File: src/rtl/muxn_reg.sv
// muxn_reg: N:1 WIDTH-bit registered mux with valid/ready on every channel
// and on the output. Selection is external (sel) or round-robin over the
// valid channels. Also counts completed output transfers.

// Per-channel slice: ready gating and AND-masked data contribution.
module muxn_reg_lane #(
  parameter int WIDTH = 8
) (
  input  logic             load_ok,
  input  logic             gnt,
  input  logic [WIDTH-1:0] din,
  output logic             rdy,
  output logic [WIDTH-1:0] dout
);
  assign rdy  = load_ok & gnt;
  assign dout = gnt ? din : '0;
endmodule

module muxn_reg #(
  parameter  int WIDTH  = 8,
  parameter  int NUM_CH = 4,
  parameter  int MODE   = 0,
  parameter  int CNT_W  = 16,
  localparam int SEL_W  = $clog2(NUM_CH)
) (
  input  logic                    clk,
  input  logic                    rst_n,
  input  logic [NUM_CH*WIDTH-1:0] d,
  input  logic [NUM_CH-1:0]       d_valid,
  output logic [NUM_CH-1:0]       d_ready,
  input  logic [SEL_W-1:0]        sel,
  output logic [WIDTH-1:0]        z,
  output logic [SEL_W-1:0]        z_ch,
  output logic                    z_valid,
  input  logic                    z_ready,
  output logic [CNT_W-1:0]        xfer_cnt
);
  logic                         load_en, load_ok, in_xfer, rr_hit;
  logic [SEL_W-1:0]             gnt_idx, rr_ptr;
  logic [NUM_CH-1:0]            gnt_oh;
  logic [NUM_CH-1:0][WIDTH-1:0] lane_d;
  logic [WIDTH-1:0]             mux_d;

  // The output register can take a word whenever it is empty or draining.
  // Held off in reset so no channel sees ready while the block is cleared.
  assign load_en = !z_valid || z_ready;
  assign load_ok = rst_n && load_en;

  // One-hot grant. Round-robin scans offsets from rr_ptr so the nearest
  // valid channel at or after the pointer wins; out-of-range sel matches
  // no channel and therefore grants nothing.
  always_comb begin
    gnt_oh = '0;
    rr_hit = 1'b0;
    if (MODE == 0) begin
      for (int i = 0; i < NUM_CH; i++)
        gnt_oh[i] = d_valid[i] && (sel == SEL_W'(i));
    end else begin
      for (int k = 0; k < NUM_CH; k++)
        for (int i = 0; i < NUM_CH; i++)
          if (!rr_hit && d_valid[i] && (((int'(rr_ptr) + k) % NUM_CH) == i)) begin
            gnt_oh[i] = 1'b1;
            rr_hit    = 1'b1;
          end
    end
  end

  // Encode the granted channel index for z_ch and the pointer update.
  always_comb begin
    gnt_idx = '0;
    for (int i = 0; i < NUM_CH; i++)
      if (gnt_oh[i]) gnt_idx = SEL_W'(i);
  end

  for (genvar i = 0; i < NUM_CH; i++) begin : g_lane
    muxn_reg_lane #(.WIDTH(WIDTH)) u_lane (
      .load_ok (load_ok),
      .gnt     (gnt_oh[i]),
      .din     (d[i*WIDTH +: WIDTH]),
      .rdy     (d_ready[i]),
      .dout    (lane_d[i])
    );
  end

  // Grant is one-hot, so OR-combining the masked lanes yields the mux.
  always_comb begin
    mux_d = '0;
    for (int i = 0; i < NUM_CH; i++)
      mux_d = mux_d | lane_d[i];
  end

  assign in_xfer = |(d_valid & d_ready);

  // Output register, transfer counter and round-robin pointer.
  always_ff @(posedge clk or negedge rst_n) begin
    if (!rst_n) begin
      z        <= '0;
      z_ch     <= '0;
      z_valid  <= 1'b0;
      xfer_cnt <= '0;
      rr_ptr   <= '0;
    end else begin
      if (in_xfer) begin
        z       <= mux_d;
        z_ch    <= gnt_idx;
        z_valid <= 1'b1;
      end else if (z_ready) begin
        z_valid <= 1'b0;
      end
      if (z_valid && z_ready)
        xfer_cnt <= xfer_cnt + 1'b1;
      if (MODE == 1 && in_xfer)
        rr_ptr <= (gnt_idx == SEL_W'(NUM_CH-1)) ? '0 : gnt_idx + 1'b1;
    end
  end
endmodule

File: config.mk
export PLATFORM = sky130hd
export DESIGN_NAME = muxn_reg
export DESIGN_NICKNAME = d
export VERILOG_FILES = /design/src/rtl/muxn_reg.sv
export SDC_FILE = /design/constraint.sdc
export NUM_CORES = 1
export LEC_CHECK = 0
export CAP_MARGIN = 5
export CORE_MARGIN = 8
export CORE_UTILIZATION = 40
export DETAILED_ROUTE_END_ITERATION = 8
export DONT_BUFFER_PORTS = 1
export GPL_TIMING_DRIVEN = 0
export HOLD_SLACK_MARGIN = 0.06
export SETUP_SLACK_MARGIN = 0.4
export SYNTH_ARGS = -nofsm -noshare
export SYNTH_HDL_FRONTEND = slang
export SYNTH_SLANG_ARGS = --single-unit
File: constraint.sdc
create_clock -name clk -period 2 [get_ports clk]
set_clock_uncertainty 0.2 [all_clocks]
set_input_delay 0.4 -clock clk [delete_from_list [all_inputs] [get_ports clk]]
set_output_delay 0.4 -clock clk [all_outputs]
set_load 0.05 [all_outputs]
======== After elaboration in Yosys (flattened, before gate mapping) ========
Index checks and enable logic that the tools add are counted.
word-level totals
  register bits ........................... 27
  word-level logic and storage cells ...... 36
operators by class
  $add $sub $neg .......................... 1
  equal/unequal tests ..................... 3
  muxes and demuxes ....................... 9
  bitwise logic cells ..................... 8
  reductions and logical operators ........ 11
operators by type and width
  operator               number
  $mux 8                 4
  $or 8x8->8             3
  $add 16x1->16 const B  1
  $logic_and 1x1->1      6
  $and 1x1->1            4
  $and 4x4->4            1
  $eq 2x2->1 const B     2
  $mux 2                 2
  $reduce_or 4->1        1
  $mux 1                 3
  $eq 2x1->1 const B     1
  $logic_not 2->1        1
  $reduce_bool 2->1      1
  $logic_not 1->1        1
  $logic_or 1x1->1       1

======== Depth between registers and ports, before layout ========
  word-level depth ........................ 7
  mapped depth ............................ 5

======== By module ========
From an unflattened synthesis, not the netlist that was laid out.
second synthesis, totals
  cells, all modules ...................... 149
  area, all modules ....................... 1,411.4 µm²
modules (own cells, without submodules)
  module         times used  cells each  area an instance (µm²)  seq. area each (µm²)
  muxn_reg       1           113         1,186.1                 675.6
  muxn_reg_lane  4           9           56.3                    0.0

======== Worst setup path after synthesis ========
Ideal clock, no wire load.
  path kind ............................... reg-to-output
  start ................................... register z_valid
  end ..................................... output port d_ready[0]
  arrival time ............................ 1,356 ps
  data required time ...................... 1,400 ps
  slack ................................... 44 ps
  cell stages (with the launch flop) ...... 5
  buffers on the path ..................... 1
  cell sequence ........................... dfrtp_1 or2b_2 nand2_1 nor3b_1 buf_4
on the way
  cells in the longest elaborated chain, start to end .. 4
ends and longest elaborated chain
  item                    RTL line  text
  from (decl)             34        output logic z_valid,
  from (signal assigned)  99        z_valid <= 1'b0;
  from (signal assigned)  106       z_valid <= 1'b1;
  from (signal assigned)  108       z_valid <= 1'b0;
  $logic_not 1->1         46        assign load_en = !z_valid || z_ready;
  $logic_or 1x1->1        46
  $logic_and 1x1->1       47        assign load_ok = rst_n && load_en;
  $and 1x1->1             15        assign rdy = load_ok & gnt;
  to (decl)               30        output logic [NUM_CH-1:0] d_ready,
Every way passes these cells.

======== Worst setup path after layout ========
  start ................................... register z_valid
  end ..................................... output port d_ready[1]
The elaborated chain is that of the path after synthesis.

==> results.ini <==
[sta]
maxSlewViolCount=0
period_share_pct=106
rsz0062_at_grt=true
period_needed_ns=2.12
final_hold_viol_count=0
finalSetupViolCount=4
max_slew.worst_pin.slew_ns=0.522
relSlewSlack_pct=65.2
setup_ws_ns=-0.115
fmax_ghz=0.473

[logic_synthesis]
syn_nets=176
yosysMostFrequentCell=dfrtp_1
syn_area_sq_um=1540
postSynthAreaPerCell_sq_um=11.5
synth-edff-count=0
synth_cells=134
yosysWarningCount=0
synthArstFlopShare_pct=100
yosys.area.top_type_share_pct=43.9
synth_common_cells=27 x dfrtp_1, 11 x xnor2_1, 9 x nand2_1
synth.distinct_cells=33
synth_area_leaders=dfrtp_1 44%, a211oi_2 6.5%, xnor2_1 6.3%
synth_ff_type=dfrtp_1
yosys_register_bits=27
synth.largest_area_cell=dfrtp_1
yosysSeqAreaShare_pct=43.9

[setup_path]
required_ns=1.40
r2r_cells=7
r2r_slack_ns=0.08
cp-endpoint=d_ready[1]
arrival_ns=1.52
critPathLaunchType=flop
cp-startpoint=z_valid$_DFFE_PN0P_
reg2reg_from=z_valid$_DFFE_PN0P_
r2r_end=z[5]$_DFFE_PN0P_
critPathMaxFanout=5
end_kind=output port
critPathKind=reg2out

[clock_tree]
clkSlewWorstSetupHoldPaths_ns=0.10
ctsLongestPathBuffers=2
cts_made_buffers=3
cts.sinks=27
cts_tree=built
cts-root-buf=clkbuf_8
htree_levels=1
clkLatencyLatePin_ns=0.27

[die]
die_h_um=78
io_pins=72
die_w_um=78
core_area_sq_um=3690
dieArea_sq_um=6080
start_util_pct=41.7
rows=22

[final_layout]
nFillCells=355
area_growth_pct=28.9
utilization_pct=53.7
fin_nets=197
drive_gt1_share_pct=48.7
num_antenna_cells=0

[route]
drc=0
routed_wl_um=4230
dr.pass1.iters=4
wl_per_cell_um=20.9
ant_nets=0
vias_per_cell=5.63
num_vias=1138
first_iter_violations=51

[global_route]
grt_util_all_layers_pct=14.1
globalRouteOverflowTotal=0
grt_first_pass_wirelength_um=6820
grt_pass1_vias=1244
grt_max_degree=28
antenna_found_initial=0

[power_and_ir_drop]
p_per_area_nw_per_um2=898
ir_drop_mv=0.392
p_leak_nw=0.864

[place]
place_congestion=0.717
port_buffers=0
pre_cts_ws_ns=0.133
hpwl_um=3170

[worst_hold_path]
worstHoldPathType=in2reg

[status]
status=finished with violations
violations=negative setup slack

[flow_run]
maxCapViolCount=0

==> cells in the final DEF (no fill, tap or decap), types with 2 or more instances in the layout <==
cell type | netlist | final
dfrtp_1 | 27 | 13
dfrtp_2 | 0 | 12
xnor2_1 | 11 | 11
buf_6 | 1 | 11
clkbuf_8 | 5 | 8
a22oi_1 | 8 | 8
a211oi_2 | 8 | 8
a21o_1 | 8 | 8
nand2_1 | 9 | 7
a221oi_1 | 7 | 7
buf_4 | 4 | 6
nand3_1 | 6 | 4
xor2_1 | 4 | 4
nand4_1 | 3 | 3
nor2b_1 | 4 | 2
nor2b_2 | 0 | 2
nand2_4 | 0 | 2
and2_1 | 2 | 2
nor3b_2 | 0 | 2
inv_1 | 2 | 2
nor2_4 | 0 | 2
and3_1 | 2 | 2
nand3_4 | 0 | 2
nor4_4 | 1 | 2
mux2_2 | 2 | 2
dlygate4sd3_1 | 0 | 2
dfrtp_4 | 0 | 2
==> power by group <==
part / internal (W) / switching [W]
clock: 0.000141 / 0.000178
sequential: 0.000650 / 0.000455
combinational: 0.000188 / 0.000165
==> state kept, by name, indices dropped and copies added, names as in the netlist <==
signal    count
xfer_cnt     16
z             8
z_ch          2
z_valid       1
==> worst max-delay path, stage by stage, from the launching register on <==
cell	delay, ns
dfrtp_2	0.54
or2b_4	0.28
nand2_4	0.06
nor3b_2	0.18
buf_6	0.18
==> stage by stage <==
step | std cells | cell area, sq um | power [W] | hold WS (ns) | TNS (ns)
finish | 202 | 1980 | 0.00178 | 0.207 | -0.400
global route | 202 | 1980 | 0.00187 | 0.208 | -0.670
CTS | 199 | 1910 | 0.00178 | 0.196 | -0.547
detailed placement | 182 | 1670 | 0.00136 | -0.0946 | 0
global placement | 182 | 1670 | 0.00134 | -0.0947 | 0
floorplan | 134 | 1610 | 0.00128 | -0.0956 | 0
==> cell type report <==
cell class                 count  area [sq um]  share of cell area [%]
buffer                        12           145                    7.32
clock buffer                   3          41.3                    2.08
clock inverter                 1          7.51                   0.379
inverter                       2          7.51                   0.379
multi-input combinational     93           842                    42.5
sequential                    27           698                    35.2
tap                           48          60.1                    3.03
timing repair buffer          16           180                    9.09
==> cells by family (layout without fill, tap and decap cells) <==
logic type / after synthesis / count (layout) / share of synthesized area [%]
and+or+nand+nor: 40 / 40 / 15.5
AOI/OAI and AO/OA: 34 / 34 / 19.9
DFF: 27 / 27 / 43.9
xor gates and xnor gates: 15 / 15 / 8.54
buffers and inverters: 14 / 34 / 8.30
muxes: 3 / 3 / 2.93
adders and majority gates: 1 / 1 / 0.814
==> how the worst min path moves through the flow <==
| stage | startpoint | end | slack (ns) | cells after the start |
|---|---|---|---|---|
| global placement | rst_n | xfer_cnt[4]$_DFFE_PN0P_ | -0.09 | 0 |
| finish | z_ready | xfer_cnt[0]$_DFFE_PN0P_ | 0.21 | 2 |
| CTS | z_ready | xfer_cnt[0]$_DFFE_PN0P_ | 0.20 | 2 |
| global route | z_ready | xfer_cnt[0]$_DFFE_PN0P_ | 0.21 | 2 |
| detailed placement | rst_n | xfer_cnt[4]$_DFFE_PN0P_ | -0.09 | 0 |
| floorplan | rst_n | xfer_cnt[0]$_DFFE_PN0P_ | -0.1 | 0 |
==> metal layers <==
metal / up-vias / part of all wire (%) / GRT usage [%]
met3: 2 / 9.9 / 5.88
met5: - / 0 / 0
met1: 562 / 38 / 16.6
met4: 0 / 0.45 / 3.33
met2: 40 / 52 / 23.3
li1: 534 / - / -
==> repair_timing <==
item / 4_1_cts / 5_1_grt
pin swaps: 5 / 2
setup endpoints to repair: 27 / 28
buffers inserted: 8 / 3
cloned: 2 / 0
endpoints found under the hold margin: 28 / 0
gates resized for setup: 16 / 14
hold buffers: 3 / 0
(Power assumes the default switching activity.)
